===== src/rtl/mem_arbiter_if.sv =====
// Request/response and ROM-side signal bundle for mem_arbiter.
// Modports:
//   slave  - arbiter side: takes fetch/load requests and ROM read data, drives grants,
//            response pulses, shared response data/error, busy and the ROM address.
//   master - requester/ROM side (the mirror of slave).
// Parameters: MEM_DEPTH is the address MSB index (addresses are MEM_DEPTH+1 bits);
// MEM_EXTRA is the extra-field width (data is 2**MEM_EXTRA*8 bits).
interface mem_arbiter_if #(
  parameter int unsigned MEM_DEPTH = 6,
  parameter int unsigned MEM_EXTRA = 4
);
  localparam int unsigned AW = MEM_DEPTH + 1;
  localparam int unsigned DW = (2 ** MEM_EXTRA) * 8;

  logic          f_req;
  logic [AW-1:0] f_addr;
  logic [MEM_EXTRA-1:0] f_extra;
  logic          f_gnt;
  logic          f_valid;

  logic          l_req;
  logic [AW-1:0] l_addr;
  logic [MEM_EXTRA-1:0] l_extra;
  logic          l_gnt;
  logic          l_valid;

  logic [DW-1:0] rsp_data;
  logic          rsp_error;
  logic          busy;

  logic [AW-1:0] mem_addr;
  logic [MEM_EXTRA-1:0] mem_extra;
  logic [DW-1:0] mem_data;
  logic          mem_error;

  modport slave (
    input  f_req, f_addr, f_extra, l_req, l_addr, l_extra, mem_data, mem_error,
    output f_gnt, f_valid, l_gnt, l_valid, rsp_data, rsp_error, busy, mem_addr, mem_extra
  );

  modport master (
    output f_req, f_addr, f_extra, l_req, l_addr, l_extra, mem_data, mem_error,
    input  f_gnt, f_valid, l_gnt, l_valid, rsp_data, rsp_error, busy, mem_addr, mem_extra
  );
endinterface


===== src/rtl/mem_arbiter.sv =====
// Two-port (fetch/load) arbiter in front of a single registered-read ROM.
// One access at a time: IDLE -> READ -> RESP, with a new grant allowed in IDLE or RESP,
// so back-to-back traffic sustains one access every two cycles with 2-cycle latency.
// Ports:
//   clk   - clock, all state on the rising edge
//   reset - asynchronous active-high reset; aborts any access in flight
//   bus   - mem_arbiter_if.slave: requests, grants, response pulses, shared response
//           data/error, busy, and the registered ROM address/extra plus ROM read data
// Configuration: define MEM_ARB_FIXED_PRIORITY_EN to make fetch always win a tie;
// otherwise ties are resolved round-robin.
module mem_arbiter #(
  parameter int unsigned MEM_DEPTH = 6,
  parameter int unsigned MEM_EXTRA = 4
) (
  input logic           clk,
  input logic           reset,
  mem_arbiter_if.slave  bus
);
  localparam int unsigned AW = MEM_DEPTH + 1;
  localparam int unsigned DW = (2 ** MEM_EXTRA) * 8;

  typedef enum logic [1:0] {StIdle, StRead, StResp} state_e;

  state_e               state_q;
  logic                 owner_q;     // 0: fetch, 1: load
  logic [AW-1:0]        mem_addr_q;
  logic [MEM_EXTRA-1:0] mem_extra_q;
  logic [DW-1:0]        rsp_data_q;  // last delivered data, shown outside RESP
  logic                 rsp_error_q;
  logic                 busy_q;
  logic                 f_valid_q;
  logic                 l_valid_q;
`ifndef MEM_ARB_FIXED_PRIORITY_EN
  logic                 prio_q;      // 0: fetch holds priority, 1: load
`endif

  logic can_grant;
  logic grant;
  logic pick_load;
  logic in_resp;

  always_comb begin
    in_resp   = (state_q == StResp);
    // Gated by reset so no grant pulses while the arbiter is held in reset.
    can_grant = ((state_q == StIdle) || in_resp) && !reset;
`ifdef MEM_ARB_FIXED_PRIORITY_EN
    pick_load = bus.l_req && !bus.f_req;
`else
    pick_load = bus.l_req && (!bus.f_req || prio_q);
`endif
    grant     = can_grant && (bus.f_req || bus.l_req);
  end

  assign bus.f_gnt     = grant && !pick_load;
  assign bus.l_gnt     = grant && pick_load;
  assign bus.f_valid   = f_valid_q;
  assign bus.l_valid   = l_valid_q;
  // ROM data is live during RESP; afterwards the captured copy is held.
  assign bus.rsp_data  = in_resp ? bus.mem_data : rsp_data_q;
  assign bus.rsp_error = in_resp ? bus.mem_error : rsp_error_q;
  assign bus.busy      = busy_q;
  assign bus.mem_addr  = mem_addr_q;
  assign bus.mem_extra = mem_extra_q;

  always_ff @(posedge clk or posedge reset) begin
    if (reset) begin
      state_q     <= StIdle;
      owner_q     <= 1'b0;
      mem_addr_q  <= '0;
      mem_extra_q <= '0;
      rsp_data_q  <= '0;
      rsp_error_q <= 1'b0;
      busy_q      <= 1'b0;
      f_valid_q   <= 1'b0;
      l_valid_q   <= 1'b0;
`ifndef MEM_ARB_FIXED_PRIORITY_EN
      prio_q      <= 1'b0;
`endif
    end else begin
      f_valid_q <= 1'b0;
      l_valid_q <= 1'b0;
      case (state_q)
        StIdle, StResp: begin
          if (in_resp) begin
            rsp_data_q  <= bus.mem_data;
            rsp_error_q <= bus.mem_error;
          end
          if (grant) begin
            mem_addr_q  <= pick_load ? bus.l_addr : bus.f_addr;
            mem_extra_q <= pick_load ? bus.l_extra : bus.f_extra;
            owner_q     <= pick_load;
`ifndef MEM_ARB_FIXED_PRIORITY_EN
            prio_q      <= !pick_load;
`endif
            busy_q      <= 1'b1;
            state_q     <= StRead;
          end else begin
            busy_q      <= 1'b0;
            state_q     <= StIdle;
          end
        end
        StRead: begin
          // ROM output becomes valid on this edge, so the response pulse lines up with it.
          f_valid_q <= !owner_q;
          l_valid_q <= owner_q;
          state_q   <= StResp;
        end
        default: begin
          busy_q  <= 1'b0;
          state_q <= StIdle;
        end
      endcase
    end
  end
endmodule


===== src/flat_wrapper.sv =====
// flat-port wrapper written by rule: the top's interface ports become plain ports
module mem_arbiter_flat 
#(
  parameter int unsigned MEM_DEPTH = 6,
  parameter int unsigned MEM_EXTRA = 4
)
  (clk, reset, bus_f_req, bus_f_addr, bus_f_extra, bus_l_req, bus_l_addr, bus_l_extra, bus_mem_data, bus_mem_error, bus_f_gnt, bus_f_valid, bus_l_gnt, bus_l_valid, bus_rsp_data, bus_rsp_error, bus_busy, bus_mem_addr, bus_mem_extra);
  mem_arbiter_if #(.MEM_DEPTH(MEM_DEPTH), .MEM_EXTRA(MEM_EXTRA)) bus_i ();
  input logic clk;
  input logic reset;
  input wire logic [$bits(bus_i.f_req)-1:0] bus_f_req;
  input wire logic [$bits(bus_i.f_addr)-1:0] bus_f_addr;
  input wire logic [$bits(bus_i.f_extra)-1:0] bus_f_extra;
  input wire logic [$bits(bus_i.l_req)-1:0] bus_l_req;
  input wire logic [$bits(bus_i.l_addr)-1:0] bus_l_addr;
  input wire logic [$bits(bus_i.l_extra)-1:0] bus_l_extra;
  input wire logic [$bits(bus_i.mem_data)-1:0] bus_mem_data;
  input wire logic [$bits(bus_i.mem_error)-1:0] bus_mem_error;
  output wire logic [$bits(bus_i.f_gnt)-1:0] bus_f_gnt;
  output wire logic [$bits(bus_i.f_valid)-1:0] bus_f_valid;
  output wire logic [$bits(bus_i.l_gnt)-1:0] bus_l_gnt;
  output wire logic [$bits(bus_i.l_valid)-1:0] bus_l_valid;
  output wire logic [$bits(bus_i.rsp_data)-1:0] bus_rsp_data;
  output wire logic [$bits(bus_i.rsp_error)-1:0] bus_rsp_error;
  output wire logic [$bits(bus_i.busy)-1:0] bus_busy;
  output wire logic [$bits(bus_i.mem_addr)-1:0] bus_mem_addr;
  output wire logic [$bits(bus_i.mem_extra)-1:0] bus_mem_extra;
  assign bus_i.f_req = bus_f_req;
  assign bus_i.f_addr = bus_f_addr;
  assign bus_i.f_extra = bus_f_extra;
  assign bus_i.l_req = bus_l_req;
  assign bus_i.l_addr = bus_l_addr;
  assign bus_i.l_extra = bus_l_extra;
  assign bus_i.mem_data = bus_mem_data;
  assign bus_i.mem_error = bus_mem_error;
  assign bus_f_gnt = bus_i.f_gnt;
  assign bus_f_valid = bus_i.f_valid;
  assign bus_l_gnt = bus_i.l_gnt;
  assign bus_l_valid = bus_i.l_valid;
  assign bus_rsp_data = bus_i.rsp_data;
  assign bus_rsp_error = bus_i.rsp_error;
  assign bus_busy = bus_i.busy;
  assign bus_mem_addr = bus_i.mem_addr;
  assign bus_mem_extra = bus_i.mem_extra;
  mem_arbiter #(.MEM_DEPTH(MEM_DEPTH), .MEM_EXTRA(MEM_EXTRA)) u_core (.clk(clk), .reset(reset), .bus(bus_i));
endmodule

===== config.mk =====
export PLATFORM = sky130hd
export DESIGN_NAME = mem_arbiter_flat
export DESIGN_NICKNAME = d
export VERILOG_FILES = /design/src/rtl/mem_arbiter_if.sv /design/src/rtl/mem_arbiter.sv /design/src/flat_wrapper.sv
export SDC_FILE = /design/constraint.sdc
export NUM_CORES = 1
export LEC_CHECK = 0
export ABC_AREA = 1
export BUFFER_PORTS_ARGS = -buffer_cell sky130_fd_sc_hd__buf_4
export CAP_MARGIN = 15
export CORE_UTILIZATION = 25
export CTS_BUF_LIST = sky130_fd_sc_hd__clkbuf_16
export DETAILED_ROUTE_END_ITERATION = 10
export SLEW_MARGIN = 20
export SYNTH_ARGS = -nofsm -noshare
export SYNTH_HDL_FRONTEND = slang
export SYNTH_SLANG_ARGS = --single-unit

===== constraint.sdc =====
create_clock -name clk -period 5.9 [get_ports clk]
set_input_delay 0.295 -clock clk [delete_from_list [all_inputs] [get_ports clk]]
set_output_delay 0.295 -clock clk [all_outputs]
set_load 0.02 [all_outputs]

# == After elaboration in Yosys (flattened, before gate mapping) ==
# Index checks and enable logic that the tools add are counted.
# totals
reg_bits,147
input_bits,155
wordCells,37
# op_classes
n_eq_ne,2
mux,10
n_reduce_logical,15
# ops
operator,count
128-bit two-way mux,1
7-bit two-way mux,1
1-bit logical AND,5
1-bit two-way mux,5
1-bit zero test,4
4-bit two-way mux,1
2-bit one-hot mux with 2 select lines,1
1-bit logical OR,3
"2-bit by 1-bit equality test with 1-bit output, second input constant",1
"2-bit equality test, second input constant",1
2-bit zero test,1
1-bit one-hot mux with 2 select lines,1
2-bit AND reduction,1
2-bit OR reduction,1

# == Logic depth before layout (Yosys ltp) ==
# Gate-level depths: netlist of the first run.
# logic_depth
depth_word,6
ltp_mapped,6
depth_no_buf,5

# == Least setup slack after synthesis of the first run ==
# Ideal clock, no wire load.
# synth_timing
kind,input-to-output
startpoint,input reset
endpoint,output bus_f_gnt
arrival_ps,4201
slack_ps,1404
stages,5
path_cell_list,inv_1 > nand2_1 > nor2_2 > nand2_1 > inv_1
# synth_between
elab_chain_len,4
# synth_rtl
item,line,text
start: declaration,flat_wrapper.sv:10,input logic reset;
1-bit zero test,mem_arbiter.sv:45,can_grant = ((state_q == StIdle) || in_resp) && !reset;
1-bit logical AND,mem_arbiter.sv:45,
1-bit logical AND,mem_arbiter.sv:51,grant = can_grant && (bus.f_req || bus.l_req);
1-bit logical AND,mem_arbiter.sv:54,assign bus.f_gnt = grant && !pick_load;
end: declaration,flat_wrapper.sv:19,output wire logic [$bits(bus_i.f_gnt)-1:0] bus_f_gnt;
# No other way between the ends.

# == Worst setup path after layout of the first run ==
# layout_timing
startpoint,register u_core.state_q[1]
endpoint,output bus_rsp_data[68]
# layout_between
elab_chain_len,2
# layout_rtl
item,line,text
start: declaration,mem_arbiter.sv:24,state_e state_q;
start signal: assignment,mem_arbiter.sv:67,state_q <= StIdle;
start signal: assignment,mem_arbiter.sv:96,state_q <= StRead;
start signal: assignment,mem_arbiter.sv:99,state_q <= StIdle;
2-bit equality test,mem_arbiter.sv:43,in_resp = (state_q == StResp);
128-bit two-way mux,mem_arbiter.sv:59,assign bus.rsp_data = in_resp ? bus.mem_data : rsp_data_q;
end: declaration,flat_wrapper.sv:23,output wire logic [$bits(bus_i.rsp_data)-1:0] bus_rsp_data;
# No other way between the ends.

==> impl_metrics.csv, run 1 <==
group,metric,value,unit
clocking,htree_levels,4,
layout,nFillCells,2588,
clocking,ctsHoldBuffers,0,
die,die_area,26000,um^2
die,die_height,161,um
logic_synthesis,yosysSeqAreaShare,58.0,%
place,dp_hpwl,13300,um
place,place_ws,2990,ps
power,powerDensity,390,nW/um^2
sta,tightest_slew,890,ps
clocking,cts.path.max_buffers,2,
clocking,cts_setup_buffers,0,
grt,antenna_found_initial,0,
detailed_routing,drt-pass1-iter-count,4,
clocking,clk_pin_slew,70,ps
detailed_routing,post-route-drc-count,0,
place,dpl_cell_area,8800,um^2
critical_path,cp.arrival,3000,ps
logic_synthesis,synth_area_leaders,"dfrtp_1 (58%), nand2_1 (24%), nand3_1 (12%)",
sta,fin_skew,8.06,ps
die,start_util,25.8,%
power,power,3.66,mW
critical_path,reg2reg_to,"u_core.rsp_data_q[83]",
critical_path,r2r-start,"u_core.state_q[1]",
sta,post-route-period-util,55.9,%
detailed_routing,drtIter0Drc,347,
critical_path,end_kind,"output port",
grt,met3_usage,4.88,%
logic_synthesis,ys_ff_latch,147,
logic_synthesis,avgSynthCellArea,8.14,um^2
clocking,cts-root-buf,"clkbuf_16",
logic_synthesis,synth_cells,779,
layout,utilization,38.1,%
power,power_leakage,5.46,nW
logic_synthesis,synth_top_area_share,58.0,%
sta,max_slew_margin,40.4,%
place,dp.cells,1358,
layout,drive_above_1_share,31.8,%
detailed_routing,wl_per_cell,13.8,um
clocking,clock_sinks,147,
critical_path,crit_chain,"nand2_4, buf_4, nand2_1, nand2_1, buf_4",
logic_synthesis,syn_area,6340,um^2
detailed_routing,viasPerCell,4.41,
detailed_routing,wl,19200,um
layout,final_nets,1208,
place,portBuffers,299,
sta,setup_violations,0,
logic_synthesis,ys_types,15,
die,rows,57,
detailed_routing,vias,6139,
clocking,worstSkewPairLatency,410,ps
grt,met2_usage,24.5,%
critical_path,reg2reg_depth,4,
grt,grt_start_max_net_pins,82,
critical_path,crit_slowest_cell,"dfrtp_4",
grt,grt_pass1_vias,6009,
worst_hold_path,hold_class,"primary input to asynchronous set/reset pin",
grt,overflow,0,
sta,fin_ws,2600,ps
clocking,post_cts_resized,0,
logic_synthesis,yosysWarningCount,0,
place,gp_congestion,0.747,
critical_path,cp-start-kind,"flop",
sta,setup_tns,0,ps
detailed_routing,final_antenna_net_count,0,
grt,met1_usage,19.1,%
die,core,24600,um^2
die,die_x,161,um
job,max-cap-violations,0,
critical_path,critical_path.top_delay_family,"simple AND/OR/NAND/NOR gates",
layout,final_area,9380,um^2
sta,layout_min_cycle_time,3300,ps
grt,top_usage_layer,"met2",
sta,timing.fmax,303,MHz
sta,hold_viol_final,2,
critical_path,cp_num_buf_inv,2,
critical_path,cpPeakStageDelay,770,ps
layout,instances_no_fill,1391,
logic_synthesis,synth_nets,934,
sta,slew_viol_final,0,
grt,grt.total_usage,15.0,%
critical_path,r2r_slack,3390,ps
die,num_io_pins,300,
critical_path,crit_fanout,77,
power,peakVddDrop,0.171,mV
critical_path,path_class,"flop to output port",
sta,hold_ws,-0.494,ps
grt,grt_pass1_wl,31100,um
status,status,"finished, violations left",
layout,areaGrowthSynthToFinish,48.0,%
logic_synthesis,synth_top_area_cell,"dfrtp_1",
clocking,cts_inserted_buffers,17,
status,violations,"negative hold slack",
clocking,cts_tree,"built",
critical_path,worstPathRequired,5610,ps
sta,rsz0062_at_grt,"false",
## registers in the layout, summed over array words and instances (netlist names)
| register | flops |
|---|---|
| u_core.rsp_data_q | 128 |
| u_core.bus.l_valid | 1 |
| u_core.rsp_error_q | 1 |
| u_core.owner_q | 1 |
| u_core.bus.mem_extra | 4 |
| u_core.bus.f_valid | 1 |
| u_core.bus.busy | 1 |
| u_core.state_q | 2 |
| u_core.bus.mem_addr | 7 |
| u_core.prio_q | 1 |
## layout by cell type, fill, tap and decap left out, drive strengths merged
cell type	n
bufinv	2
clkinv	4
nand4	11
clkbuf	17
or2	1
diode	1
dfrtp	147
nor2	6
nand2	406
o21ai	3
nand3	151
buf	303
inv	11
clkinvlp	4
## how the worst max path moves through the flow
stage | start | endpoint | slack, ps | depth (start not counted)
6_report | u_core.state_q[1] | bus_rsp_data[68] | 2600 | 5
5_1_grt | u_core.state_q[1] | bus_rsp_data[100] | 2330 | 5
4_1_cts | u_core.state_q[1] | bus_rsp_data[68] | 2530 | 5
3_5_place_dp | u_core.state_q[1] | bus_rsp_data[68] | 2990 | 5
3_3_place_gp | u_core.state_q[1] | bus_rsp_data[86] | 2970 | 5
2_1_floorplan | reset | bus_f_gnt | 1400 | 5
## logic make-up (layout without fill, tap and decap cells)
logic type,count (synthesis),after routing,share of synthesized area (%)
and+or+nand+nor,575,575,37.5
DFF,147,147,58.0
buffers and inverters,54,341,4.13
AOI/OAI and AO/OA,3,3,0.296
other,0,1,0
## cells in the mapped netlist
| master | count |
|---|---|
| or2_2 | 1 |
| clkbuf_1 | 5 |
| o21ai_2 | 1 |
| nand2_1 | 406 |
| inv_2 | 1 |
| dfrtp_1 | 147 |
| inv_1 | 5 |
| nand3_1 | 151 |
| buf_2 | 41 |
| o21ai_0 | 1 |
| buf_4 | 2 |
| nand4_1 | 11 |
| o21ai_1 | 1 |
| nor2_1 | 5 |
| nor2_2 | 1 |
## area by class of cell
class                   instances  area (um^2)  share of cell area, %
flip-flops and latches        147         3680                   39.2
multi-input cells             578         2410                   25.6
repair buffers                303         2270                   24.2
clock buffers                  17          425                   4.53
well taps                     324          405                   4.32
clock inverters                15          156                   1.67
inverters                       6         30.0                  0.320
diodes                          1         2.50                 0.0267
## layer usage
| metal | vias up | share of wire, % |
|---|---|---|
| met3 | 13 | 7.5 |
| met4 | 0 | 1.2 |
| li1 | 3038 | - |
| met2 | 232 | 48 |
| met5 | - | 0 |
| met1 | 2856 | 44 |
## power breakdown
part	internal (mW)	total [mW]	switching [mW]
combinational	0.499	1.26	0.758
sequential	1.24	1.33	0.0838
clock	0.626	1.07	0.447
No activity file was read; power rests on OpenSTA's default activity.
==> inputs of run 2 (changes only) <==
--- a/config.mk
+++ b/config.mk
@@ -5,7 +5,7 @@
 export SDC_FILE = /design/constraint.sdc
 export NUM_CORES = 1
 export LEC_CHECK = 0
-export ABC_AREA = 1
+export ABC_AREA = 0
 export BUFFER_PORTS_ARGS = -buffer_cell sky130_fd_sc_hd__buf_4
 export CAP_MARGIN = 15
 export CORE_UTILIZATION = 25
==> constraint.sdc (replaced) <==
create_clock -name clk -period 3.15 [get_ports clk]
set_input_delay 0.1575 -clock clk [delete_from_list [all_inputs] [get_ports clk]]
set_output_delay 0.1575 -clock clk [all_outputs]
set_load 0.02 [all_outputs]
==> run 2 against run 1 <==
Clock power increased by 87%. Highest routed layer unchanged. Combinational power increased to 2.7 times the previous value. The flow still finishes with violations (negative hold slack). Final cell count unchanged. Register-to-register slack got worse by 2200 ps.
==> impl_metrics.csv, run 2 <==
group,metric,value,unit
place,dp_hpwl,13200,um
grt,overflow,0,
layout,largest_register_ffs,128,
detailed_routing,post-route-drc-count,0,
layout,final_cell_mix,"buf_4 (313), mux2_4 (200), dfrtp_1 (147), dlygate4sd3_1 (138), mux2_2 (58)",
critical_path,cpMostUsedCell,"buf_4",
logic_synthesis,synth_top_area_share,45.0,%
clocking,htree_levels,4,
layout,areaGrowthSynthToFinish,54.2,%
clocking,cts-root-buf,"clkbuf_16",
detailed_routing,wl_per_cell,14.3,um
clocking,clk_pin_slew,60,ps
logic_synthesis,synth_edf_count,0,
grt,grt_pass1_vias,6161,
sta,tightest_slew,820,ps
detailed_routing,drtIter0Drc,154,
layout,final_common_cell,"buf_4",
die,die_x,183,um
detailed_routing,final_antenna_net_count,0,
sta,hold_ws,-16.8,ps
clocking,cts.path.max_buffers,2,
detailed_routing,viasPerCell,4.04,
power,power_leakage,6.02,nW
critical_path,reg2reg_to,"u_core.rsp_data_q[127]",
layout,final_nets,1099,
critical_path,worstPathRequired,2990,ps
grt,grt.total_usage,12.1,%
logic_synthesis,synth_most_common_cell,"mux2_4",
critical_path,r2r_slack,1210,ps
worst_hold_path,hold_class,"primary input to asynchronous set/reset pin",
sta,hold_viol_final,19,
clocking,worstSkewPairLatency,430,ps
detailed_routing,wl,19900,um
critical_path,crit_chain,"nor2b_4, buf_12, buf_4, mux2_4, buf_4",
critical_path,r2r-start,"u_core.state_q[0]",
logic_synthesis,ys_ff_latch,147,
logic_synthesis,ys_dominant_reg_cell,"dfrtp_1",
clocking,post_cts_resized,0,
logic_synthesis,synth_area_leaders,"dfrtp_1 (45%), mux2_4 (37%), mux2_2 (8.0%)",
sta,setup_tns,0,ps
critical_path,crit_slowest_cell,"dfrtp_1",
sta,timing.fmax,415,MHz
clocking,clock_sinks,147,
logic_synthesis,async_flop_share,100,%
grt,grt_pass1_wl,31600,um
layout,diodes,0,
clocking,ctsHoldBuffers,138,
layout,drive_above_1_share,63.7,%
job,max-cap-violations,0,
detailed_routing,drt-pass1-iter-count,4,
logic_synthesis,ys_types,18,
logic_synthesis,yosysSeqAreaShare,45.0,%
sta,layout_min_cycle_time,2410,ps
die,rows,65,
critical_path,cp-endpoint,"bus_rsp_data[0]",
critical_path,path_class,"flop to output port",
die,die_area,33500,um^2
logic_synthesis,syn_area,8180,um^2
sta,rsz0062_at_grt,"false",
grt,antenna_found_initial,0,
die,num_io_pins,300,
clocking,cts_tree,"built",
status,violations,"negative hold slack",
critical_path,reg2reg_depth,5,
power,powerDensity,636,nW/um^2
clocking,cts_setup_buffers,0,
sta,setup_violations,0,
sta,slew_viol_final,0,
sta,max_slew_margin,45.4,%
critical_path,cpPeakStageDelay,420,ps
critical_path,cp-start-kind,"flop",
logic_synthesis,synth_nets,657,
status,status,"finished, violations left",
die,start_util,25.7,%
sta,post-route-period-util,76.5,%
place,gp_congestion,0.734,
power,peakVddDrop,0.367,mV
clocking,cts_inserted_buffers,17,
layout,largest-register,"u_core.rsp_data_q",
grt,grt_start_max_net_pins,148,
sta,fin_skew,8.64,ps
logic_synthesis,synth_top_area_cell,"dfrtp_1",
critical_path,cp.arrival,2250,ps
critical_path,startpoint,"u_core.state_q[0]",
detailed_routing,vias,5618,
critical_path,crit_fanout,24,
logic_synthesis,ys_top_cells_by_count,"mux2_4 (200), dfrtp_1 (147), mux2_2 (58)",
logic_synthesis,synth_cells,502,
logic_synthesis,yosysWarningCount,0,
die,core,31900,um^2
die,die_height,183,um
logic_synthesis,avgSynthCellArea,16.3,um^2
critical_path,end_kind,"output port",
place,portBuffers,299,
-- run 2: changes by cell type in the layout (fill, tap and decap cells not counted), sizes merged, moves of 3 or more --
cell         change
nand4           -11
nor2b            +3
dlygate4sd3    +138
o21ai           +10
clkinvlp         +3
nand2          -403
o221ai          +11
inv             +15
mux2           +258
nand3          -149
buf             +15
nor2             -3
-- run 2: how the worst min path moves through the flow --
stage	start	endpoint	slack, ps	cells after the start
after floorplan	bus_mem_data[100]	u_core.rsp_data_q[100]	310	1
after global placement	bus_mem_data[38]	u_core.rsp_data_q[38]	400	2
after detailed placement	bus_mem_data[34]	u_core.rsp_data_q[34]	400	2
after CTS	bus_f_extra[3]	u_core.bus.mem_extra[3]	4	3
after global routing	bus_l_addr[2]	u_core.bus.mem_addr[2]	20	3
final	reset	u_core.state_q[1]	-20	3
-- run 2: per-stage QoR --
stage,utilization [%],setup WS (ps),total power [mW],cell area (um^2),std cells
after global placement,33.5,1210,5.90,10700,1222
after detailed placement,33.5,1170,5.93,10700,1222
final,39.6,742,8.03,12600,1391
after global routing,39.6,607,8.44,12600,1391
after floorplan,-,1150,4.84,8190,502
after CTS,39.6,698,8.13,12600,1391
-- run 2: layout make-up --
cell class	count	area (um^2)
clock inverters	14	141
inverters	25	97.6
fillers	2980	19300
well taps	435	544
multi-input cells	297	3900
clock buffers	17	425
flip-flops and latches	147	3680
repair buffers	456	3830
-- run 2: cells by family (layout without fill, tap and decap cells) --
family                 after synthesis  after routing  share of synthesized area, %
AO/OA/AOI/OAI                       25             25                          2.06
multiplexers                       258            258                          44.7
flip-flops                         147            147                          45.0
AND/OR/NAND/NOR                     14             14                         0.856
buffers and inverters               58            512                          7.45
-- run 2: report_power, final --
part	internal, mW	switching [mW]
registers	2.38	0.263
logic	2.00	1.40
clock network	1.15	0.843
total	5.53	2.51
-- run 2: per-layer routing --
metal / vias up / wire [um] / global-route usage, %
li1: 2664 / - / -
met1: 2739 / 8570 / 13.9
met2: 204 / 9620 / 20.3
met3: 11 / 1550 / 5.08
met4: 0 / 192 / 3.50
met5: - / 0 / 0
-- run 2: worst max-delay path, delay by kind of cell, from the launching register on --
kind / cells / cell delay [ps]
buffers and inverters: 3 / 720
flip-flops: 1 / 420
multiplexers: 1 / 340
AND/OR/NAND/NOR: 1 / 310
==> inputs of run 3 (changes only) <==
==> constraint.sdc (replaced) <==
create_clock -name clk -period 2.4 [get_ports clk]
set_input_delay 0.12 -clock clk [delete_from_list [all_inputs] [get_ports clk]]
set_output_delay 0.12 -clock clk [all_outputs]
set_load 0.02 [all_outputs]
==> run 3 against run 2 <==
The flow now finishes without violations. Total power grew 29%. Largest cell class is now non-clock buffers. Register-to-register slack lost 810 ps. Worst hold slack gained 49 ps. Critical path type unchanged. First-iteration DRC count shrank 14%. Final cell count grew 1.1%. Largest power group unchanged.
==> impl_metrics.csv, run 3 (synthesis gave the netlist of run 2 again) <==
group,metric,value,unit
detailed_routing,post-route-drc-count,0,
worst_hold_path,hold_class,"primary input to flop",
grt,grt.total_usage,12.2,%
place,portBuffers,299,
detailed_routing,wl_per_cell,14.4,um
sta,rsz0062_at_grt,"false",
critical_path,path_depth,5,
layout,seqCellArea,3680,um^2
place,dp_hpwl,13400,um
die,rows,65,
sta,tightest_slew,851,ps
grt,antenna_found_initial,0,
power,power_leakage,6.09,nW
clocking,ctsHoldBuffers,149,
layout,final_common_cell,"buf_4",
clocking,cts-root-buf,"clkbuf_16",
layout,final_cell_mix,"buf_4 (314), mux2_4 (200), dlygate4sd3_1 (149), dfrtp_1 (147), mux2_2 (58)",
die,num_io_pins,300,
sta,layout_min_cycle_time,2280,ps
grt,grt_start_max_net_pins,45,
sta,setup_violations,0,
place,dp.cells,1227,
detailed_routing,drt-pass1-iter-count,4,
clocking,htree_levels,4,
critical_path,path_class,"flop to output port",
clocking,cts_inserted_buffers,17,
sta,fin_ws,121,ps
die,die_height,183,um
sta,post-route-period-util,94.9,%
layout,multi_input_area,3900,um^2
critical_path,worstPathRequired,2280,ps
layout,instances_no_fill,1406,
layout,largest-register,"u_core.rsp_data_q",
critical_path,cp_num_buf_inv,3,
detailed_routing,viasPerCell,4.07,
grt,overflow,0,
detailed_routing,final_antenna_net_count,0,
sta,max_slew_margin,43.2,%
clocking,cts_setup_buffers,0,
sta,hold_ws,32.1,ps
sta,setup_tns,0,ps
layout,areaGrowthSynthToFinish,55.8,%
critical_path,critical_path.top_delay_family,"buffers and inverters",
layout,largest_register_ffs,128,
layout,diodes,0,
critical_path,cp.arrival,2160,ps
critical_path,cpMostUsedCell,"buf_4",
sta,fin_skew,6.63,ps
die,die_area,33500,um^2
clocking,cts_tree,"built",
critical_path,reg2reg_depth,4,
layout,drive_above_1_share,62.7,%
clocking,post_cts_resized,0,
grt,grt_pass1_wl,31800,um
status,status,"finished clean",
clocking,cts.path.max_buffers,2,
worst_hold_path,hold_depth,3,
clocking,worstSkewPairLatency,420,ps
sta,hold_viol_final,0,
layout,final_nets,1115,
detailed_routing,drtIter0Drc,133,
job,max-cap-violations,0,
layout,nFillCells,2982,
critical_path,crit_slowest_cell,"dfrtp_1",
critical_path,cpPeakStageDelay,430,ps
die,start_util,25.7,%
critical_path,crit_chain,"nor2b_4, buf_12, buf_4, mux2_2, buf_4",
power,peakVddDrop,0.444,mV
grt,grt_pass1_vias,6190,
critical_path,cp-start-kind,"flop",
clocking,clk_pin_slew,60,ps
sta,timing.fmax,439,MHz
clocking,clock_sinks,147,
place,gp_congestion,0.728,
sta,slew_viol_final,0,
detailed_routing,wl,20300,um
critical_path,end_kind,"output port",
place,place_ws,564,ps
power,powerDensity,811,nW/um^2
die,die_x,183,um
detailed_routing,vias,5720,
critical_path,crit_fanout,28,
die,core,31900,um^2
run 3: cell count changes in the layout (fill, tap and decap cells not counted), sizes merged:
cell,previous run,this run
clkinv,4,10
dlygate4sd3,138,149
bufinv,2,0
buf,318,323
clkinvlp,7,2
run 3: path summary, 6_finish.rpt:
path | startpoint | endpoint | slack [ps]
min in group asynchronous | reset | u_core.rsp_data_q[12] | 460
setup reg to reg | u_core.state_q[0] | u_core.bus.mem_addr[1] | 400
setup / recovery | u_core.state_q[0] | bus_rsp_data[45] | 120
hold / removal | bus_f_addr[5] | u_core.bus.mem_addr[5] | 30
hold reg to reg | u_core.owner_q | u_core.bus.f_valid | 450
max in group asynchronous | reset | u_core.bus.busy | 1250
run 3: worst reg2reg max path, cell delays in order (launching register included):
cell and delay, ps:
dfrtp_1 430, nor2_1 170, nand3_1 410, o221ai_1 340
dlygate4sd3_1 580
run 3: area by class of cell:
| type | instances | area share (%) |
|---|---|---|
| multi-input cells | 297 | 30.6 |
| well taps | 435 | 4.27 |
| repair buffers | 472 | 31.6 |
| flip-flops and latches | 147 | 28.9 |
| inverters | 25 | 0.765 |
| clock buffers | 17 | 3.34 |
| clock inverters | 13 | 0.569 |
run 3: routing by layer:
metal / vias up / global-route usage, % / wire length, um
li1: 2699 / - / -
met1: 2776 / 13.7 / 8460
met2: 216 / 20.8 / 9890
met3: 29 / 4.43 / 1460
met4: 0 / 4.93 / 482
met5: - / 0 / 0
run 3: stage by stage:
stage	area (um^2)	power [mW]	util [%]
after global placement	10800	7.76	33.8
after floorplan	8190	6.35	-
after global routing	12700	10.9	40.0
after detailed placement	10800	7.79	33.8
final	12700	10.3	40.0
after CTS	12700	10.5	40.0
run 3: power breakdown:
part           internal (mW)  switching (mW)
registers               3.12           0.348
logic                   2.67            1.85
clock network           1.29            1.07
